===== src/rtl/cam_pkg.sv =====
// Shared constants, pixel type and FSM encoding for the camera frame-buffer writer.
package cam_pkg;

    localparam int unsigned IMG_W  = 320;
    localparam int unsigned IMG_H  = 240;
    localparam int unsigned ADDR_W = 17;

    typedef struct packed {
        logic [4:0] r;
        logic [5:0] g;
        logic [4:0] b;
    } rgb565_t;

    typedef enum logic [1:0] {
        StSync,
        StArmed,
        StCapture,
        StFrozen
    } cam_state_e;

endpackage


===== src/rtl/cam_byte_assembler.sv =====
// Input register stage, vsync/href edge detection and pairing of camera bytes into pixels.
module cam_byte_assembler
    import cam_pkg::*;
(
    input  logic       pclk,
    input  logic       rstn,
    input  logic       vsync,
    input  logic       href,
    input  logic [7:0] d,
    output logic       vsync_lvl,
    output logic       pix_valid,
    output rgb565_t    pix_data,
    output logic       line_end,
    output logic       frame_start,
    output logic       frame_end
);

    logic       vsync_q, vsync_qq;
    logic       href_q, href_qq;
    logic [7:0] d_q;
    logic [7:0] hi_q, hi_d;
    logic       phase_q, phase_d;

    always_ff @(posedge pclk or negedge rstn) begin
        if (!rstn) begin
            vsync_q  <= 1'b0;
            vsync_qq <= 1'b0;
            href_q   <= 1'b0;
            href_qq  <= 1'b0;
            d_q      <= 8'h00;
            hi_q     <= 8'h00;
            phase_q  <= 1'b0;
        end else begin
            vsync_q  <= vsync;
            vsync_qq <= vsync_q;
            href_q   <= href;
            href_qq  <= href_q;
            d_q      <= d;
            hi_q     <= hi_d;
            phase_q  <= phase_d;
        end
    end

    always_comb begin
        vsync_lvl   = vsync_q;
        frame_start = vsync_qq & ~vsync_q;
        frame_end   = vsync_q & ~vsync_qq;
        line_end    = href_qq & ~href_q;
        // A byte coinciding with a vsync rise is dropped; phase restarts at every
        // frame boundary and whenever href is low, which discards a dangling odd byte.
        pix_valid   = href_q & phase_q & ~frame_end;
        pix_data    = rgb565_t'({hi_q, d_q});
        phase_d     = href_q & ~phase_q & ~frame_start & ~frame_end;
        hi_d        = (href_q && !phase_q) ? d_q : hi_q;
    end

endmodule


===== src/rtl/cam_frame_writer.sv =====
// Camera-side frame-buffer writer: capture FSM, x/y/row-base counters, window clipping,
// frame counting and the sticky line/frame overrun flag.
module cam_frame_writer #(
    parameter int unsigned IMG_W  = cam_pkg::IMG_W,
    parameter int unsigned IMG_H  = cam_pkg::IMG_H,
    parameter int unsigned ADDR_W = cam_pkg::ADDR_W
) (
    input  logic              pclk,
    input  logic              rstn,
    input  logic              vsync,
    input  logic              href,
    input  logic [7:0]        d,
    input  logic              freeze,
    output logic              we,
    output logic [ADDR_W-1:0] wAddr,
    output logic [15:0]       wData,
    output logic              frame_done,
    output logic [7:0]        frame_cnt,
    output logic              line_err
);

    import cam_pkg::rgb565_t;
    import cam_pkg::cam_state_e;
    import cam_pkg::StSync;
    import cam_pkg::StArmed;
    import cam_pkg::StCapture;
    import cam_pkg::StFrozen;

    // Counters saturate one past the window so overruns stay detectable.
    localparam int unsigned X_W = $clog2(IMG_W + 2);
    localparam int unsigned Y_W = $clog2(IMG_H + 2);
    localparam logic [X_W-1:0]    X_LIM    = X_W'(IMG_W);
    localparam logic [X_W-1:0]    X_MAX    = X_W'(IMG_W + 1);
    localparam logic [Y_W-1:0]    Y_LIM    = Y_W'(IMG_H);
    localparam logic [Y_W-1:0]    Y_MAX    = Y_W'(IMG_H + 1);
    localparam logic [ADDR_W-1:0] ROW_STEP = ADDR_W'(IMG_W);

    logic    vsync_lvl, pix_valid, line_end, frame_start, frame_end;
    rgb565_t pix_data;

    cam_byte_assembler u_asm (
        .pclk        (pclk),
        .rstn        (rstn),
        .vsync       (vsync),
        .href        (href),
        .d           (d),
        .vsync_lvl   (vsync_lvl),
        .pix_valid   (pix_valid),
        .pix_data    (pix_data),
        .line_end    (line_end),
        .frame_start (frame_start),
        .frame_end   (frame_end)
    );

    cam_state_e        state_q, state_d;
    logic [X_W-1:0]    x_q, x_d;
    logic [Y_W-1:0]    y_q, y_d;
    logic [ADDR_W-1:0] row_q, row_d;
    logic              we_q, we_d;
    logic [ADDR_W-1:0] addr_q, addr_d;
    logic [15:0]       data_q, data_d;
    logic              done_q, done_d;
    logic [7:0]        cnt_q, cnt_d;
    logic              err_q, err_d;

    always_ff @(posedge pclk or negedge rstn) begin
        if (!rstn) begin
            state_q <= StSync;
            x_q     <= '0;
            y_q     <= '0;
            row_q   <= '0;
            we_q    <= 1'b0;
            addr_q  <= '0;
            data_q  <= '0;
            done_q  <= 1'b0;
            cnt_q   <= '0;
            err_q   <= 1'b0;
        end else begin
            state_q <= state_d;
            x_q     <= x_d;
            y_q     <= y_d;
            row_q   <= row_d;
            we_q    <= we_d;
            addr_q  <= addr_d;
            data_q  <= data_d;
            done_q  <= done_d;
            cnt_q   <= cnt_d;
            err_q   <= err_d;
        end
    end

    always_comb begin
        state_d = state_q;
        x_d     = x_q;
        y_d     = y_q;
        row_d   = row_q;
        we_d    = 1'b0;
        addr_d  = addr_q;
        data_d  = data_q;
        done_d  = 1'b0;
        cnt_d   = cnt_q;
        err_d   = err_q;

        unique case (state_q)
            StSync: begin
                if (vsync_lvl) state_d = StArmed;
            end
            StArmed: begin
                if (frame_start) begin
                    if (freeze) begin
                        state_d = StFrozen;
                    end else begin
                        state_d = StCapture;
                        x_d     = '0;
                        y_d     = '0;
                        row_d   = '0;
                    end
                end
            end
            StCapture: begin
                if (frame_end) begin
                    if (y_q != '0) begin
                        done_d = 1'b1;
                        cnt_d  = cnt_q + 8'd1;
                    end
                    if (y_q > Y_LIM) err_d = 1'b1;
                    state_d = StArmed;
                end else if (line_end) begin
                    if (x_q != '0) begin
                        if (y_q != Y_MAX) y_d = y_q + Y_W'(1);
                        if (y_q < Y_LIM) row_d = row_q + ROW_STEP;
                    end
                    if (x_q > X_LIM) err_d = 1'b1;
                    x_d = '0;
                end else if (pix_valid) begin
                    if (x_q < X_LIM && y_q < Y_LIM) begin
                        we_d   = 1'b1;
                        addr_d = row_q + ADDR_W'(x_q);
                        data_d = pix_data;
                    end
                    if (x_q != X_MAX) x_d = x_q + X_W'(1);
                end
            end
            StFrozen: begin
                if (frame_end) state_d = StArmed;
            end
            default: state_d = StSync;
        endcase
    end

    assign we         = we_q;
    assign wAddr      = addr_q;
    assign wData      = data_q;
    assign frame_done = done_q;
    assign frame_cnt  = cnt_q;
    assign line_err   = err_q;

endmodule


===== config.mk =====
export PLATFORM = sky130hd
export DESIGN_NAME = cam_frame_writer
export DESIGN_NICKNAME = d
export VERILOG_FILES = /design/src/rtl/cam_pkg.sv /design/src/rtl/cam_byte_assembler.sv /design/src/rtl/cam_frame_writer.sv
export SDC_FILE = /design/constraint.sdc
export NUM_CORES = 1
export LEC_CHECK = 0
export BUFFER_PORTS_ARGS = -buffer_cell sky130_fd_sc_hd__buf_2
export CAP_MARGIN = 20
export CORE_MARGIN = 2
export CORE_UTILIZATION = 43
export CTS_CLUSTER_DIAMETER = 100
export DETAILED_ROUTE_END_ITERATION = 10
export PLACE_DENSITY = 0.73
export RECOVER_POWER = 100
export SLEW_MARGIN = 10
export SYNTH_ARGS = -nofsm -noshare
export SYNTH_HDL_FRONTEND = slang
export SYNTH_SLANG_ARGS = --single-unit
export TNS_END_PERCENT = 30

===== constraint.sdc =====
create_clock -name pclk -period 5 [get_ports pclk]
set_clock_uncertainty 0.1 [all_clocks]
set_input_delay 0.25 -clock pclk [delete_from_list [all_inputs] [get_ports pclk]]
set_output_delay 0.25 -clock pclk [all_outputs]
set_load 0.05 [all_outputs]

Word level (Yosys, flattened, before mapping)
Index checks and enable logic that the tools add are counted.
{ "classes": {"eq_ne": 17, "order_cmp": 4, "addsub": 5, "n_reduce_logical": 17, "bitwise": 15, "mux": 38} }
{ "ops": {"columns": ["op", "n"], "rows": [
  ["2-to-1 mux 17 bit", 6],
  ["2-to-1 mux 9 bit", 6],
  ["2-to-1 mux 8 bit", 6],
  ["case mux 17 bit (2 select lines)", 1],
  ["case mux 9 bit (2 select lines)", 1],
  ["adder 17 x 9 -> 17 bit", 1],
  ["adder 17 x 9 -> 17 bit, second input constant", 1],
  ["adder 8 x 1 -> 8 bit, second input constant", 2],
  ["case mux 8 bit (2 select lines)", 1],
  ["!= test 2 bit, second input constant", 7],
  ["AND reduction 7 bit", 2],
  ["2-to-1 mux 1 bit", 13],
  ["adder 9 x 1 -> 9 bit, second input constant", 1],
  ["greater-than comparator 9 bit, second input constant", 1],
  ["less-than comparator 9 bit, second input constant", 1],
  ["!= test 9 bit, second input constant", 1],
  ["nonzero test 9 bit", 1],
  ["bitwise AND 1 bit", 8],
  ["greater-than comparator 8 bit, second input constant", 1],
  ["less-than comparator 8 bit, second input constant", 1],
  ["!= test 8 bit, second input constant", 1],
  ["nonzero test 8 bit", 1],
  ["inverter 1 bit", 7],
  ["2-to-1 mux 2 bit", 3],
  ["other kinds (14)", 22]
]} }
{ "totals": {"ff_bits": 101, "in_bits": 13, "elab_cells": 113, "output_inout_bits": 44} }

Logic depth before layout (Yosys ltp)
{ "logic_depth": {"word_depth": 8, "ltp_mapped": 8, "depth_no_buf": 7} }

By module
From an unflattened synthesis, not the netlist that was laid out.
{ "unflattened": {"cells_unflattened": 442, "hier_area_um2": 4500.6} }
{ "modules_own_cells": {"columns": ["mod", "cells_each", "n_inst", "area_each_um2", "seq_area_each_um2"], "rows": [
  ["cam_frame_writer", 405, 1, 3788.6, 1851.8],
  ["cam_byte_assembler", 37, 1, 711.9, 525.5]
]} }

Worst setup path after synthesis
OpenSTA, ideal clock, no wires.
{ "synth_path": {"path_kind": "reg2reg", "start": "register state_q[0]", "end": "register x_q[7]", "stages_incl_launch_ff": 7, "t_required_ps": 4779, "arrival_time_ps": 1723, "n_path_buf": 1, "path_slack_ps": 3056, "setup_ps": 121, "synth_period_minus_slack_ps": 1944, "path_cell_list": "dfrtp_1 > nand2b_4 > buf_6 > or3_4 > o211a_4 > a21o_1 > a22o_1"} }
{ "synth_via": {"elab_chain_len": 3, "elab_cells_between_ends": 10, "cone_classes": "eq/ne (7); mux (1); reduce/logical (2)"} }
{ "synth_rtl": {"columns": ["item", "line", "rtl"], "rows": [
  ["start: declaration", "cam_frame_writer.sv:55", "cam_state_e state_q, state_d;"],
  ["start signal: assignment", "cam_frame_writer.sv:68", "state_q <= StSync;"],
  ["start signal: assignment", "cam_frame_writer.sv:79", "state_q <= state_d;"],
  ["== test 2 bit / == test 2 x 1 -> 1 bit (equally long branches)", "cam_frame_writer.sv:104", "unique case (state_q)"],
  ["!= test 3 bit (no line) (tied with other cells)", null, null],
  ["AND reduction 6 bit (no line)", null, null],
  ["end signal: assignment", "cam_frame_writer.sv:69", "x_q <= '0;"],
  ["end signal: assignment", "cam_frame_writer.sv:80", "x_q <= x_d;"],
  ["end: declaration", "cam_frame_writer.sv:56", "logic [X_W-1:0] x_q, x_d;"]
]} }
Several ways; a longest one is shown, not always the timed one.
A chain may end at the register's enable or synchronous reset.

Worst setup path in the final report
{ "layout_path": {"start": "register state_q[0]", "end": "register addr_q[9] (netlist: wAddr[9])"} }
{ "layout_via": {"elab_chain_len": 2} }
{ "layout_rtl": {"columns": ["item", "line", "rtl"], "rows": [
  ["== test 2 bit", "cam_frame_writer.sv:104", null],
  ["AND reduction 5 bit (no line)", null, null],
  ["end signal: assignment", "cam_frame_writer.sv:84", "addr_q <= addr_d;"],
  ["end: declaration", "cam_frame_writer.sv:60", "logic [ADDR_W-1:0] addr_q, addr_d;"]
]} }
No other way between the ends.

==> impl_metrics.tcl <==
set metrics [dict create \
    power_frac_seq_pct 47.7 \
    cts_setup_buffers 0 \
    rows 36 \
    slew_viol_final 43 \
    drive_gt1_share_pct 15.6 \
    combinationalPowerShare_pct 27.4 \
    cp_cell_sequence "nand2b_1, nor3_1, and3_1, mux2_2" \
    synth_edf_count 0 \
    met1_usage_pct 22.4 \
    cts_sinks 95 \
    synth_cells 369 \
    critPathLaunchType "register" \
    violations "capacitance limit, slew limit" \
    die_w_um 103 \
    avgSynthCellArea_um2 11.5 \
    crit_required_ns 5.17 \
    placed_area_um2 4640 \
    diodes 0 \
    power.density_nw_per_um2 423 \
    worstHoldStart "freeze" \
    yosys-top-cells-count "dfrtp_1, mux2_2, nor2_1" \
    ys_async_sr_fraction_pct 100 \
    reg2reg_depth 4 \
    r2r_slack_ns 1.89 \
    hpwl_um 5550 \
    max_stage_delay_ns 1.32 \
    antenna_found_initial 0 \
    clock_latency_ns 0.37 \
    die_y_um 103 \
    tightestPinTransition_ns 1.67 \
    synth.distinct_cells 49 \
    yosys.area.top_type "dfrtp_1" \
    r2r_end "wAddr[9]" \
    port_buffers 56 \
    fin_nets 460 \
    grt_pass1_vias 2992 \
    r2r-start "state_q[0]" \
    status "finished, violations left" \
    vdd_drop_max_v 0.000224 \
    core-area_um2 9680 \
    synth_area_leaders "dfrtp_1, mux2_2, a21oi_1" \
    synth.most_common_cell "dfrtp_1" \
    drt_first_iter_violations 152 \
    ctsResizeCount 0 \
    period_minus_slack_ns 3.11 \
    ys_warn_count 0 \
    grt_max_degree 87 \
    final_util_pct 50.4 \
    viasPerCell 5.24 \
    top_usage_layer "met2" \
    grtUsageMet2_pct 27.3 \
    clkPwrFrac_pct 24.9 \
    hold_depth 3 \
    antenna_left 0 \
    syn_to_final_growth_pct 14.6 \
    hold_path_end "state_q[0]" \
    hold_viol_final 0 \
    wl_um 8330 \
    criticalPathCategory "reg2reg" \
    start_util_pct 43.9 \
    p_int_mw 1.24 \
    cts_tree "yes" \
    io_pins 57 \
    die-area_um2 10700 \
    stdcell_area_um2 4880 \
    cts.htree.levels 3 \
    firstDrtPassIters 4 \
    leakage_nw 2.14 \
    rsz0062_at_grt "no" \
    p_switching_mw 0.827 \
    crit_path_end_kind "register" \
    yosysTopAreaCellShare_pct 55.9 \
    wire_per_inst_um 14.5 \
    p_sw_share_pct 40.1 \
    clk_pin_slew_ns 0.11 \
    post-route-period-util_pct 62.3 \
    crit_fanout 42 \
    slowest_stage "and3_1" \
    n_fill_cell 911 \
    groute.usage.overall_pct 16.8 \
    drv_cap 1 \
    syn_nets 393 \
    hold_path.class "in2reg" \
    synthFlopType "dfrtp_1" \
    num_vias 3008 \
    fmax_ghz 0.321 \
    use_met3_pct 3.49 \
    gr-total-overflow 0 \
    finalSetupTns_ns 0 \
    place_congestion 0.873 \
    arrival_ns 3.28 \
    cts_buffers 9 \
    slew-limit-headroom_pct -11.0 \
    setup_viol 0 \
    clock-root-buffer "clkbuf_8" \
    drc 0 \
    ctsLongestPathBuffers 2 \
    grt_pass1_wl_um 14000 \
    synth-seq-cells 95 \
    syn-cell-area_um2 4250 \
    yosysSeqAreaShare_pct 55.9 \
]
[placed cells by master (no fill, tap or decap), drive strengths merged, types with 11 or more instances in the layout]
cell type / n
mux2: 35
clkbuf: 55
xnor2: 15
a21oi: 28
dlygate4sd3: 11
nand3: 11
o21ai: 23
nor2: 30
nand2: 26
buf: 12
dfrtp: 95
ha: 11
inv: 12
[layer usage]
metal	vias up	part of all wire, %	wire [um]
li1	1452	-	-
met1	1474	45	3780
met2	70	49	4070
met3	12	4.3	358
met4	0	1.5	129
met5	-	0	0
[critical path, delay by kind of cell (launching register included)]
family           cells  cell delay, ns
AND/OR/NAND/NOR      3            2.00
multiplexers         1            0.45
flip-flops           1            0.44
[per-stage QoR]
step	power, mW	instances	hold slack [ns]	setup slack, ns
finish	2.06	574	0.118	1.89
global route	2.18	574	0.127	1.55
CTS	2.11	573	0.0999	2.58
detailed placement	1.59	546	-0.0180	2.57
global placement	1.57	546	-0.0201	2.70
floorplan	1.43	369	-0.146	3.06
[worst max-delay path by stage]
stage                to  startpoint  cells past startpoint
5_1_grt        wAddr[4]  state_q[0]                      4
4_1_cts        wAddr[5]  state_q[0]                      4
3_5_place_dp   wAddr[9]  state_q[0]                      4
2_1_floorplan    x_q[7]  state_q[0]                      6
3_3_place_gp   wAddr[9]  state_q[0]                      4
6_report       wAddr[9]  state_q[0]                      4
[area by class of cell]
type                       count  area, um2  area share [%]
clock inverter                 7       78.8            1.62
sequential                    95       2380            48.7
multi-input combinational    254       1740            35.7
inverter                       7       26.3           0.539
tap                          133        166            3.41
clock buffer                   9        124            2.54
timing repair buffer          69        365            7.49
[what timing repair did]
item / 4_1_cts / 5_1_grt
endpoints found under the hold margin: 19 / 0
endpoints found under the setup margin: 0 / 0
hold buffers: 11 / 0
[logic make-up after synthesis]
kind of cell	after synthesis	share of synthesized area [%]
fa+ha+maj	11	3.24
simple gates	112	14.2
flops	95	55.9
mux	36	9.50
buf+inv	20	2.35
compound gates	78	11.4
xor+xnor	17	3.50
[state kept, by name, summed over array words and instances, names as in the netlist]
| register | count |
|---|---|
| frame_cnt | 8 |
| frame_done | 1 |
| line_err | 1 |
| row_q | 11 |
| state_q | 2 |
| u_asm.d_q | 8 |
| u_asm.hi_q | 8 |
| u_asm.href_q | 1 |
| u_asm.href_qq | 1 |
| u_asm.phase_q | 1 |
| u_asm.vsync_lvl | 1 |
| u_asm.vsync_qq | 1 |
| wAddr | 17 |
| wData | 16 |
| we | 1 |
| x_q | 9 |
| y_q | 8 |
[power by group through the flow]
stage / registers [mW] / logic [mW] / clock network (mW)
after floorplan: 1.22 / 0.207 / 0
after global placement: 0.993 / 0.575 / 0
after detailed placement: 0.999 / 0.588 / 0
after CTS: 0.985 / 0.597 / 0.532
after global routing: 1.00 / 0.617 / 0.564
final: 0.984 / 0.565 / 0.513
Note: power is estimated with default switching activity, not from simulation.
